### config.mk
export PLATFORM = sky130hd
export DESIGN_NAME = escape_status_tracker_flat
export DESIGN_NICKNAME = d
export VERILOG_FILES = /design/src/rtl/escape_status_tracker_if.sv /design/src/rtl/escape_status_tracker.sv /design/src/flat_wrapper.sv
export SDC_FILE = /design/constraint.sdc
export NUM_CORES = 1
export LEC_CHECK = 0
export CORE_UTILIZATION = 53
export CTS_CLUSTER_DIAMETER = 120
export DETAILED_ROUTE_END_ITERATION = 16
export PLACE_DENSITY = 0.84
export SYNTH_ARGS = -nofsm -noshare
export SYNTH_HDL_FRONTEND = slang
export SYNTH_SLANG_ARGS = --single-unit
### constraint.sdc
create_clock -name clk -period 6.8 [get_ports clk]
set_clock_uncertainty 0.15 [all_clocks]
set_input_delay 2.04 -clock clk [delete_from_list [all_inputs] [get_ports clk]]
set_output_delay 2.04 -clock clk [all_outputs]
set_load 0.01 [all_outputs]
### src/rtl/escape_status_tracker_if.sv
// Bundle between the puzzle FSM side and the game-status tracker.
// master: drives the FSM state/prevState and observes the bookkeeping.
// slave: the tracker; consumes state and presents the scoreboard outputs.
interface escape_status_tracker_if #(
  parameter int unsigned TW = 16
);
  logic [3:0]    state;
  logic [3:0]    prevState;
  logic [2:0]    rooms_cleared;
  logic [1:0]    lives_left;
  logic [TW-1:0] time_left;
  logic [3:0]    last_room;
  logic          fail_pulse;
  logic          timeout_pulse;
  logic          win;
  logic          lose;
  logic [1:0]    ending;

  modport master (
    output state, prevState,
    input  rooms_cleared, lives_left, time_left, last_room,
    input  fail_pulse, timeout_pulse, win, lose, ending
  );

  modport slave (
    input  state, prevState,
    output rooms_cleared, lives_left, time_left, last_room,
    output fail_pulse, timeout_pulse, win, lose, ending
  );
endinterface

### src/rtl/escape_status_tracker.sv
// Game-level bookkeeping for the escape-room puzzle FSM: rooms cleared,
// lives, per-room countdown, and the final win/lose verdict. All outputs
// are registered and respond one cycle after the input change.
module escape_status_tracker #(
  parameter int unsigned LIVES      = 3,
  parameter int unsigned ROOM_TICKS = 1000,
  parameter int unsigned TW         = 16
) (
  input logic                    clk,
  input logic                    reset,
  escape_status_tracker_if.slave bus
);

  // Puzzle FSM state codes of interest; 9..15 are invalid.
  typedef enum logic [3:0] {
    ROOM_0 = 4'd0,
    ROOM_5 = 4'd5,
    END_A  = 4'd6,
    END_B  = 4'd7,
    FAILED = 4'd8
  } code_t;

  // Game phase; win/lose are decoded from it so they stay sticky.
  typedef enum logic [1:0] {
    PLAY = 2'd0,
    WON  = 2'd1,
    LOST = 2'd2
  } phase_t;

  localparam logic [TW-1:0] TICKS_RELOAD = TW'(ROOM_TICKS);
  localparam logic [1:0]    LIVES_INIT   = 2'(LIVES);

  phase_t        phase_q, phase_n;
  logic [3:0]    state_q;
  logic [3:0]    last_q;
  logic [2:0]    rooms_q, rooms_n;
  logic [1:0]    lives_q, lives_n;
  logic [TW-1:0] ticks_q, ticks_n;
  logic [1:0]    ending_q, ending_n;
  logic          fail_q, fail_n;
  logic          tmo_q, tmo_n;
  logic          change;
  logic          in_room;
  logic          advance;

  assign change  = (bus.state != state_q);
  assign in_room = (bus.state <= ROOM_5);
  assign advance = (bus.state != ROOM_0) && in_room &&
                   (bus.state == 4'(state_q + 4'd1));

  // Next-state and next-output computation in event priority order.
  always_comb begin
    phase_n  = phase_q;
    rooms_n  = rooms_q;
    lives_n  = lives_q;
    ticks_n  = ticks_q;
    ending_n = ending_q;
    fail_n   = 1'b0;
    tmo_n    = 1'b0;

    // Once game over, everything but state_q/last_room holds; pulses drop.
    if (phase_q == PLAY) begin
      if (change) begin
        if (bus.state == END_A || bus.state == END_B) begin
          phase_n  = WON;
          ending_n = (bus.state == END_A) ? 2'd1 : 2'd2;
        end else if (bus.state == FAILED) begin
          fail_n = 1'b1;
          if (lives_q <= 2'd1) begin
            lives_n = '0;
            phase_n = LOST;
          end else begin
            lives_n = lives_q - 2'd1;
          end
        end else if (bus.state == ROOM_0) begin
          rooms_n = '0;
          ticks_n = TICKS_RELOAD;
        end else if (advance) begin
          if (rooms_q < 3'd5) begin
            rooms_n = rooms_q + 3'd1;
          end
          ticks_n = TICKS_RELOAD;
        end else begin
          ticks_n = TICKS_RELOAD;
        end
      end else if (in_room) begin
        if (ticks_q != '0) begin
          ticks_n = ticks_q - TW'(1);
        end else begin
          tmo_n   = 1'b1;
          ticks_n = TICKS_RELOAD;
          if (lives_q <= 2'd1) begin
            lives_n = '0;
            phase_n = LOST;
          end else begin
            lives_n = lives_q - 2'd1;
          end
        end
      end
    end
  end

  // State and output registers with synchronous active-low reset.
  always_ff @(posedge clk) begin
    if (!reset) begin
      phase_q  <= PLAY;
      state_q  <= '0;
      last_q   <= '0;
      rooms_q  <= '0;
      lives_q  <= LIVES_INIT;
      ticks_q  <= TICKS_RELOAD;
      ending_q <= '0;
      fail_q   <= 1'b0;
      tmo_q    <= 1'b0;
    end else begin
      phase_q  <= phase_n;
      state_q  <= bus.state;
      last_q   <= bus.prevState;
      rooms_q  <= rooms_n;
      lives_q  <= lives_n;
      ticks_q  <= ticks_n;
      ending_q <= ending_n;
      fail_q   <= fail_n;
      tmo_q    <= tmo_n;
    end
  end

  assign bus.rooms_cleared = rooms_q;
  assign bus.lives_left    = lives_q;
  assign bus.time_left     = ticks_q;
  assign bus.last_room     = last_q;
  assign bus.fail_pulse    = fail_q;
  assign bus.timeout_pulse = tmo_q;
  assign bus.win           = (phase_q == WON);
  assign bus.lose          = (phase_q == LOST);
  assign bus.ending        = ending_q;

endmodule
### src/flat_wrapper.sv
// flat-port wrapper written by rule: the top's interface ports become plain ports
module escape_status_tracker_flat 
#(
  parameter int unsigned LIVES      = 3,
  parameter int unsigned ROOM_TICKS = 1000,
  parameter int unsigned TW         = 16
)
  (clk, reset, bus_state, bus_prevState, bus_rooms_cleared, bus_lives_left, bus_time_left, bus_last_room, bus_fail_pulse, bus_timeout_pulse, bus_win, bus_lose, bus_ending);
  escape_status_tracker_if #(.TW(TW)) bus_i ();
  input logic clk;
  input logic reset;
  input wire logic [$bits(bus_i.state)-1:0] bus_state;
  input wire logic [$bits(bus_i.prevState)-1:0] bus_prevState;
  output wire logic [$bits(bus_i.rooms_cleared)-1:0] bus_rooms_cleared;
  output wire logic [$bits(bus_i.lives_left)-1:0] bus_lives_left;
  output wire logic [$bits(bus_i.time_left)-1:0] bus_time_left;
  output wire logic [$bits(bus_i.last_room)-1:0] bus_last_room;
  output wire logic [$bits(bus_i.fail_pulse)-1:0] bus_fail_pulse;
  output wire logic [$bits(bus_i.timeout_pulse)-1:0] bus_timeout_pulse;
  output wire logic [$bits(bus_i.win)-1:0] bus_win;
  output wire logic [$bits(bus_i.lose)-1:0] bus_lose;
  output wire logic [$bits(bus_i.ending)-1:0] bus_ending;
  assign bus_i.state = bus_state;
  assign bus_i.prevState = bus_prevState;
  assign bus_rooms_cleared = bus_i.rooms_cleared;
  assign bus_lives_left = bus_i.lives_left;
  assign bus_time_left = bus_i.time_left;
  assign bus_last_room = bus_i.last_room;
  assign bus_fail_pulse = bus_i.fail_pulse;
  assign bus_timeout_pulse = bus_i.timeout_pulse;
  assign bus_win = bus_i.win;
  assign bus_lose = bus_i.lose;
  assign bus_ending = bus_i.ending;
  escape_status_tracker #(.LIVES(LIVES), .ROOM_TICKS(ROOM_TICKS), .TW(TW)) u_core (.clk(clk), .reset(reset), .bus(bus_i));
endmodule
==> results.cfg <==
[sta]
worst_pin_slew_ps = 743
setup_viol = 0
slew_violations = 0
tns_ps = 0
period_needed_ps = 4200
rsz0062_at_grt = false
finalHoldViolCount = 0
slew_headroom_pct = 50.3
finalCritPeriodShare_pct = 61.8
fmax_ghz = 0.238

[pwr]
swShare_pct = 25.7
share_seq_of_total_power_pct = 53.7
leakage_nw = 0.766
peakVddDrop_uv = 157
internal_power_mw = 0.298
comb_power_share_pct = 14.4
clockPowerShare_pct = 31.9
power_density_nw_per_um2 = 180
switching_power_mw = 0.103

[finish]
drive_above_1_share_pct = 7.42
diodes = 0
area_growth_pct = 27.8
instances_no_fill = 273
layout.nets = 242

[worst_setup_path]
critPathSlowestCell = clkdlybuf4s50_1
start_kind = input port
worst_setup_path_end_kind = flop
crit_chain = clkdlybuf4s50_1 -> xnor2_1 -> and4_1 -> mux2_4 -> o41ai_1 -> nand3_1
crit_path_max_incr_delay_ps = 490
crit_buf_inv = 1
critical_path.top_delay_family = simple AND/OR/NAND/NOR gates
cp.arrival_ps = 4270
critPathRequiredTime_ps = 6860
path_class = input port to flop
cp_max_fo = 19

[global_route]
grt_use_total_pct = 24.6
grt_max_degree = 26
antenna_found_initial = 0
grt-ovfl-total = 0
grt_pass1_vias = 1497
grt_pass1_wl_um = 6520

[clock_tree]
cts_root_buf = clkbuf_4
htree_levels = 2
cts_setup_buffers = 0
clk-insertion-delay-late_ps = 340
postCtsResizedCells = 0
clk_pin_slew_ps = 100
clock_path_buffers = 2
cts_buffers = 5
postCtsHoldBufs = 0
cts.sinks = 35
cts_tree = yes

[synth]
synth_commonest_cells = dfxtp_1 (35), nand3_1 (12), and2_1 (11), or3_1 (10), a21oi_1 (9)
netlist_area_um2 = 1740
syn_area_per_cell_um2 = 9.33
synth-main-ff-cell = dfxtp_1
async_reset_ff_share_pct = 0
ys_seq_area_share_pct = 40.2
ys_seq_elements = 35
yosys-top-cells-area = dfxtp_1 (40%), and2_1 (3.9%), or3_1 (3.6%)
syn_inst = 187
synth_top_area_cell = dfxtp_1
synth_edf_count = 0
syn_nets = 201
ys_types = 48
yosysMostFrequentCell = dfxtp_1
synth_warnings = 0
synth_top_area_share_pct = 40.2

[floorplan]
pin_count = 41
fp.dieW_um = 59.4
dieArea_um2 = 3520
die_y_um = 59.4
coreArea_um2 = 3080
rows = 20
initial_core_util_pct = 56.7

[flow_run]
maxCapViolCount = 0

[placed_design]
post-dp-hpwl_um = 2860
io_buffers = 40
placed_cells = 265
finalWeightedCongestion = 0.916

[routing]
vias = 1603
drtIter0Drc = 109
wl_um = 3850
wire_per_inst_um = 14.1
drtPass1Iterations = 4
ant_nets = 0
drcViolationCount = 0
viasPerCell = 5.87

[worst_hold_path]
hold_path_class = flop to flop

[status]
status = complete, no violations
==> final cells by class <==
type	count	area [um^2]
clock buffers	8	68.8
fillers	258	850
inverters	4	15.0
multi-input cells	142	988
flip-flops and latches	35	701
well taps	44	55.1
repair buffers	40	400
==> layout by cell type (no fill, tap or decap), drive strengths merged, types with 2 or more instances in the layout <==
master         Yosys  layout
clkdlybuf4s50      0      40
dfxtp             35      35
nand3             12      12
and2              11      11
o21ai             11      11
or3               10      10
a21oi              9       9
nor2               8       8
clkbuf             2       8
nand2              7       7
nor3               7       7
xnor2              6       6
nand4              6       6
nor4               5       5
inv                4       4
o21a               4       4
ha                 4       4
nor2b              3       3
mux2i              3       3
a22o               3       3
a31oi              3       3
o41ai              3       3
or4b               2       2
o211ai             2       2
and4               2       2
nor4b              2       2
a21o               2       2
o31ai              2       2
or4                2       2
a22oi              2       2
mux2               2       2
==> worst min-delay path: cells and delay by family, from the launching register on <==
family / cells / cell delay, ps
simple gates: 1 / 50
compound gates: 1 / 60
flops: 1 / 340
==> flip-flops by register name, summed over array words and instances, names as in the netlist, 2 cells and up <==
register / cells
u_core.state_q: 4
u_core.bus.last_room: 4
u_core.bus.ending: 2
u_core.bus.time_left: 16
u_core.bus.lives_left: 2
u_core.phase_q: 2
u_core.bus.rooms_cleared: 3
==> layer usage <==
layer  up-vias  share of wire [%]  global-route usage [%]  wire length [um]
met5         -                  0                       0                 0
met4         0                1.4                    11.2                55
met3         9                6.2                    6.99               239
met2        59                 46                    37.7              1760
met1       745                 47                    31.9              1790
li1        790                  -                       -                 -
==> through the flow <==
stage	util [%]	setup WS (ps)	power (mW)	instance area, um^2	hold slack (ps)
finish	72.4	2600	0.401	2230	340
global route	72.4	2420	0.417	2230	364
CTS	72.4	2610	0.402	2230	348
detailed placement	70.2	2240	0.278	2160	318
global placement	70.2	2370	0.275	2160	318
floorplan	-	2920	0.258	1740	339
==> path summary, 6_finish.rpt <==
path                            startpoint                       end  slack [ps]  cells past startpoint
setup / recovery              bus_state[2]   u_core.bus.time_left[5]        2600                      6
setup reg to reg   u_core.bus.time_left[0]  u_core.bus.lives_left[0]        4390                      7
hold reg to reg   u_core.bus.lives_left[1]  u_core.bus.lives_left[1]         340                      2
hold / removal    u_core.bus.lives_left[1]  u_core.bus.lives_left[1]         340                      2
==> cell families after synthesis <==
logic type / after synthesis / share of synthesized area, %
simple gates: 80 / 28.8
compound gates: 46 / 17.9
flops: 35 / 40.2
buf+inv: 10 / 3.16
xor+xnor: 7 / 3.95
mux: 5 / 3.23
fa+ha+maj: 4 / 2.87
==> power by group through the flow <==
stage | sequential (mW) | clock (mW) | combinational [mW]
after global placement | 0.220 | 0 | 0.0555
after global routing | 0.216 | 0.137 | 0.0636
after CTS | 0.216 | 0.129 | 0.0577
final | 0.216 | 0.128 | 0.0579
after detailed placement | 0.220 | 0 | 0.0576
after floorplan | 0.221 | 0 | 0.0367
Note: power is estimated with default switching activity, not from simulation.
